**src/rtl/feature_add_feeder.sv**
```systemverilog
// Producer for the residual feature-add path: buffers the shortcut (x1) and conv (x2)
// streams, issues lane-aligned pairs to the adder, and tracks task completion.

module feature_add_feeder_fifo #(
  parameter int WIDTH = 64,
  parameter int DEPTH = 8
) (
  input  logic             system_clk,
  input  logic             rst_n,
  input  logic             push,
  input  logic [WIDTH-1:0] din,
  input  logic             pop,
  output logic [WIDTH-1:0] dout,
  output logic             full,
  output logic             empty
);
  localparam int AW = $clog2(DEPTH);

  logic [WIDTH-1:0] mem [DEPTH];
  logic [AW:0]      wr_ptr;
  logic [AW:0]      rd_ptr;

  // Pointers carry one extra wrap bit so full and empty are distinguishable.
  always_ff @(posedge system_clk or negedge rst_n) begin
    if (!rst_n) begin
      wr_ptr <= '0;
      rd_ptr <= '0;
    end else begin
      if (push) wr_ptr <= wr_ptr + (AW+1)'(1);
      if (pop)  rd_ptr <= rd_ptr + (AW+1)'(1);
    end
  end

  always_ff @(posedge system_clk) begin
    if (push) mem[wr_ptr[AW-1:0]] <= din;
  end

  assign dout  = mem[rd_ptr[AW-1:0]];
  assign empty = (wr_ptr == rd_ptr);
  assign full  = (wr_ptr[AW] != rd_ptr[AW]) && (wr_ptr[AW-1:0] == rd_ptr[AW-1:0]);
endmodule

module feature_add_feeder #(
  parameter int FEATURE_WIDTH = 8,
  parameter int FIFO_DEPTH    = 8,
  parameter int CNT_WIDTH     = 16
) (
  input  logic                       system_clk,
  input  logic                       rst_n,
  input  logic                       task_start,
  input  logic [CNT_WIDTH-1:0]       task_word_num,
  input  logic [2:0]                 task_relative_quant,
  input  logic                       task_relative_quant_polar,
  input  logic                       task_over_flow,
  input  logic [FEATURE_WIDTH*8-1:0] x1_data_in,
  input  logic                       x1_valid_in,
  output logic                       x1_ready_out,
  input  logic [FEATURE_WIDTH*8-1:0] x2_data_in,
  input  logic                       x2_valid_in,
  output logic                       x2_ready_out,
  output logic [FEATURE_WIDTH*8-1:0] feature_x1_out,
  output logic [FEATURE_WIDTH*8-1:0] feature_x2_out,
  output logic                       feature_x_valid_out,
  output logic [2:0]                 fea_relative_quant,
  output logic                       fea_relative_quant_polar,
  output logic                       fea_over_flow,
  input  logic                       feature_data_valid_in,
  output logic                       busy,
  output logic                       task_done,
  output logic [1:0]                 fsm_state
);
  localparam int DW = FEATURE_WIDTH * 8;

  typedef enum logic [1:0] {
    IDLE  = 2'd0,
    RUN   = 2'd1,
    FLUSH = 2'd2
  } state_t;

  state_t               state, state_nxt;
  logic                 done_nxt;
  logic [CNT_WIDTH-1:0] word_num;
  logic [CNT_WIDTH-1:0] acc1_cnt, acc2_cnt, issue_cnt, ret_cnt, ret_cnt_nxt;
  logic                 x1_full, x1_empty, x2_full, x2_empty;
  logic [DW-1:0]        x1_head, x2_head;
  logic                 push1, push2, pop, start_ok, ret_inc;

  // Handshake: a word transfers on a cycle where valid and ready are both high.
  // Ready depends only on registered state, never on valid or on this cycle's pop.
  assign x1_ready_out = (state == RUN) && !x1_full && (acc1_cnt < word_num);
  assign x2_ready_out = (state == RUN) && !x2_full && (acc2_cnt < word_num);
  assign push1        = x1_valid_in && x1_ready_out;
  assign push2        = x2_valid_in && x2_ready_out;
  assign pop          = (state == RUN) && !x1_empty && !x2_empty && (issue_cnt < word_num);

  assign busy        = (state != IDLE);
  assign fsm_state   = state;
  assign start_ok    = (state == IDLE) && task_start;
  assign ret_inc     = busy && feature_data_valid_in;
  assign ret_cnt_nxt = ret_cnt + CNT_WIDTH'(ret_inc);

  feature_add_feeder_fifo #(.WIDTH(DW), .DEPTH(FIFO_DEPTH)) u_x1_fifo (
    .system_clk (system_clk),
    .rst_n      (rst_n),
    .push       (push1),
    .din        (x1_data_in),
    .pop        (pop),
    .dout       (x1_head),
    .full       (x1_full),
    .empty      (x1_empty)
  );

  feature_add_feeder_fifo #(.WIDTH(DW), .DEPTH(FIFO_DEPTH)) u_x2_fifo (
    .system_clk (system_clk),
    .rst_n      (rst_n),
    .push       (push2),
    .din        (x2_data_in),
    .pop        (pop),
    .dout       (x2_head),
    .full       (x2_full),
    .empty      (x2_empty)
  );

  always_ff @(posedge system_clk or negedge rst_n) begin
    if (!rst_n) state <= IDLE;
    else        state <= state_nxt;
  end

  always_comb begin
    state_nxt = state;
    done_nxt  = 1'b0;
    case (state)
      IDLE: begin
        if (task_start) begin
          if (task_word_num == '0) done_nxt  = 1'b1;
          else                     state_nxt = RUN;
        end
      end
      RUN: begin
        if (pop && (issue_cnt + CNT_WIDTH'(1) == word_num)) state_nxt = FLUSH;
      end
      FLUSH: begin
        if (ret_cnt_nxt >= word_num) begin
          state_nxt = IDLE;
          done_nxt  = 1'b1;
        end
      end
      default: state_nxt = IDLE;
    endcase
  end

  always_ff @(posedge system_clk or negedge rst_n) begin
    if (!rst_n) begin
      word_num  <= '0;
      acc1_cnt  <= '0;
      acc2_cnt  <= '0;
      issue_cnt <= '0;
      ret_cnt   <= '0;
    end else if (start_ok) begin
      word_num  <= task_word_num;
      acc1_cnt  <= '0;
      acc2_cnt  <= '0;
      issue_cnt <= '0;
      ret_cnt   <= '0;
    end else begin
      if (push1) acc1_cnt  <= acc1_cnt + CNT_WIDTH'(1);
      if (push2) acc2_cnt  <= acc2_cnt + CNT_WIDTH'(1);
      if (pop)   issue_cnt <= issue_cnt + CNT_WIDTH'(1);
      ret_cnt <= ret_cnt_nxt;
    end
  end

  // Config stays frozen from task_start until the next start seen in IDLE.
  always_ff @(posedge system_clk or negedge rst_n) begin
    if (!rst_n) begin
      fea_relative_quant       <= '0;
      fea_relative_quant_polar <= 1'b0;
      fea_over_flow            <= 1'b0;
    end else if (start_ok) begin
      fea_relative_quant       <= task_relative_quant;
      fea_relative_quant_polar <= task_relative_quant_polar;
      fea_over_flow            <= task_over_flow;
    end
  end

  always_ff @(posedge system_clk or negedge rst_n) begin
    if (!rst_n) begin
      feature_x1_out      <= '0;
      feature_x2_out      <= '0;
      feature_x_valid_out <= 1'b0;
      task_done           <= 1'b0;
    end else begin
      feature_x_valid_out <= pop;
      task_done           <= done_nxt;
      if (pop) begin
        feature_x1_out <= x1_head;
        feature_x2_out <= x2_head;
      end
    end
  end
endmodule
```
**config.mk**
```make
export PLATFORM = sky130hd
export DESIGN_NAME = feature_add_feeder
export DESIGN_NICKNAME = d
export VERILOG_FILES = /design/src/rtl/feature_add_feeder.sv
export SDC_FILE = /design/constraint.sdc
export NUM_CORES = 2
export LEC_CHECK = 0
export BUFFER_PORTS_ARGS = -buffer_cell sky130_fd_sc_hd__buf_2
export CORE_MARGIN = 4
export CORE_UTILIZATION = 33
export CTS_CLUSTER_DIAMETER = 30
export DETAILED_ROUTE_END_ITERATION = 7
export SLEW_MARGIN = 20
export SYNTH_ARGS = -nofsm -noshare
export SYNTH_HDL_FRONTEND = slang
export SYNTH_SLANG_ARGS = --single-unit
```
**constraint.sdc**
```tcl
create_clock -name system_clk -period 8.5 [get_ports system_clk]
set_input_delay 0.85 -clock system_clk [delete_from_list [all_inputs] [get_ports system_clk]]
set_output_delay 0.85 -clock system_clk [all_outputs]
set_load 0.01 [all_outputs]
```
==> impl_metrics.ini <==
[run_status]
status = finished clean

[logic_synthesis]
synth_ff_type = edfxtp_1
synth_cells = 2663
yosysSeqAreaShare = 0.736
synthesis.nets = 2889
yosysTopAreaCell = edfxtp_1
yosysWarnings = 0
syn-cell-area_sq_mm = 0.0497
synth_edf_count = 1024
syn_area_per_cell_sq_um = 18.7
async_flop_share = 0.185
synth_cell_types = 63
synth_top_area_share = 0.619
synth.ff_latch_count = 1257
ys_top_cells_by_area = edfxtp_1, dfrtp_1, mux4_2, mux2i_1, ha_1

[clocking]
insertion_delay_ns = 0.90
cts_setup_buffers = 0
cts-root-buf = clkbuf_16
clk_pin_slew_ns = 0.05
cts_buffers = 301
cts_tree = built
postCtsResizedCells = 0
cts_htree_levels = 5
clkSinkCount = 1257
hold_buffers = 0
clk_path_buf_depth = 4

[placed_design]
dp_slack_ns = 3.48
placedInstanceArea_sq_mm = 0.0536
dp.final_hpwl_um = 66700
io_buffers = 294
gp_congestion = 0.826

[die]
floorplan.die.height_um = 396
die_area_sq_mm = 0.157
core_region_area_sq_mm = 0.150
die_w_um = 396
initial_utilization = 0.332
rows = 142
ios = 295

[power]
power_density_mw_per_mm2 = 284
vdd_drop_max_uv = 194
totalPowerFinal_w = 0.0180
cellLeakagePower_nw = 22.8

[detailed_routing]
drt_iter0_markers = 1840
vias = 26600
viasPerCell = 4.90
drt_wl_total_um = 118000
routedWlPerCell_um = 21.7
drc = 0
ant_nets = 0
drtPass1Iterations = 7

[critical_path]
worst_r2r_startpoint = u_x1_fifo.rd_ptr[1]$_DFFE_PN0P_
timing.rr.end = u_x1_fifo.mem[6][3]$_DFFE_PP_
r2r_setup_slack_ns = 3.60
endpoint = u_x1_fifo.mem[6][3]$_DFFE_PP_
end_kind = register
critPathLaunchType = register
cp.required_ns = 8.92
path_class = register to register
crit_start = u_x1_fifo.rd_ptr[1]$_DFFE_PN0P_
r2r_cells = 8
cp_max_fo = 67
cp.arrival_ns = 5.33

[timing]
fmax_mhz = 204
tns_ns = 0
final_max_slew_viol_count = 0
worst_pin_slew_ns = 1.05
fin_skew_ns = 0.101
period_share = 0.577
period_needed_ns = 4.90
setup_slack_ns = 3.60
finalSetupViolCount = 0
hold_viol = 0
slew_headroom = 0.301
rsz0062_at_grt = false

[global_routing]
antenna_found_initial = 44
grt_pass1_wl_um = 179000
grt_use_total = 0.150
grt_overflow = 0
grt_pass1_vias = 28100
grt_max_degree = 119

[run]
cap_violations = 0

[layout]
syn_to_final_growth_pct = 28.0
layout_commonest_cell = edfxtp_1
fin_nets = 3390
final_core_util = 0.425
drive_gt1_frac = 0.331
design_area_sq_mm = 0.0636
mostFrequentLayoutCells = edfxtp_1, clkbuf_16, buf_2, mux4_2, dfrtp_1

[min_path]
hp-class = input port to asynchronous set/reset pin
where the power goes:
group	total [W]	switching (W)	leakage [nW]	internal, W
Sequential	0.00671	0.0000126	12.3	0.00670
Clock	0.0111	0.00346	4.87	0.00768
Combinational	0.000185	0.000126	5.66	0.0000596
cells in the mapped netlist, drive strengths merged, types with 6 or more instances:
cell / n
mux2: 9
ha: 71
a22o: 7
dfrtp: 233
nor2: 158
or3: 6
and2: 18
mux4: 256
buf: 64
o21ai: 32
nor4: 15
nor3: 20
a21o: 18
o31ai: 12
or4: 12
a21oi: 166
inv: 36
xor2: 24
xnor2: 29
edfxtp: 1024
nand2: 96
nand4: 20
clkbuf: 75
nand2b: 9
a211oi: 6
nand3: 35
mux2i: 148
cell type report:
class	count	area, sq um
fill	13100	86200
sequential	1257	36600
multi-input combinational	1231	12500
clock buffer	365	8120
tap	2016	2520
clock inverter	168	1890
timing repair buffer	337	1820
inverter	36	138
antenna	16	40.0
flip-flops by register name, indices dropped and copies added (netlist names), 3 cells and up:
name                count
u_x1_fifo.mem         512
u_x2_fifo.mem         512
feature_x1_out         64
feature_x2_out         64
acc1_cnt               16
acc2_cnt               16
issue_cnt              16
ret_cnt                16
word_num               16
u_x1_fifo.rd_ptr        4
u_x1_fifo.wr_ptr        4
u_x2_fifo.rd_ptr        4
u_x2_fifo.wr_ptr        4
fea_relative_quant      3
kinds of logic (layout without fill, tap and decap cells):
kind of cell | after synthesis | in the layout | share of synthesized area
adder cells (fa/ha/maj) | 71 | 71 | 0.0179
multiplexers | 413 | 413 | 0.148
flip-flops | 1257 | 1257 | 0.736
AND/OR/NAND/NOR | 413 | 413 | 0.0389
AO/OA/AOI/OAI | 281 | 281 | 0.0341
buffers and inverters | 175 | 906 | 0.0151
other | 0 | 16 | 0
XOR/XNOR | 53 | 53 | 0.00995
metrics by stage:
step,instances,hold slack (ns)
floorplan,2663,0.466
global placement,4877,0.455
detailed placement,4877,0.457
CTS,5410,0.00794
global route,5415,0.0344
finish,5426,0.0318
how the worst min path moves through the flow:
stage | start | to | slack [ns]
finish | rst_n | feature_x1_out[46]$_DFFE_PN0P_ | 0.03
global route | rst_n | feature_x1_out[46]$_DFFE_PN0P_ | 0.03
CTS | rst_n | feature_x1_out[46]$_DFFE_PN0P_ | 0.008
detailed placement | fea_relative_quant[0]$_DFFE_PN0P_ | fea_relative_quant[0]$_DFFE_PN0P_ | 0.46
global placement | fea_relative_quant_polar$_DFFE_PN0P_ | fea_relative_quant_polar$_DFFE_PN0P_ | 0.45
floorplan | u_x1_fifo.rd_ptr[3]$_DFFE_PN0P_ | u_x1_fifo.rd_ptr[3]$_DFFE_PN0P_ | 0.47
critical path, cell delays in order (launching register included):
cell and delay, ns:
dfrtp_4 1.10, xor2_1 0.24, nor4_1 0.12, a2111oi_2 0.45
nand2_2 0.16, a21oi_2 0.42, nand2_1 0.22, nor3b_2 0.83
buf_4 0.87
layer usage:
layer  GRT usage  part of all wire  up-vias
li1            -                 -    11700
met1       0.200              0.43    13800
met2       0.234              0.48      774
met3      0.0474             0.069      246
met4      0.0488             0.023       18
met5           0            0.0012        -
(Power assumes the default switching activity.)
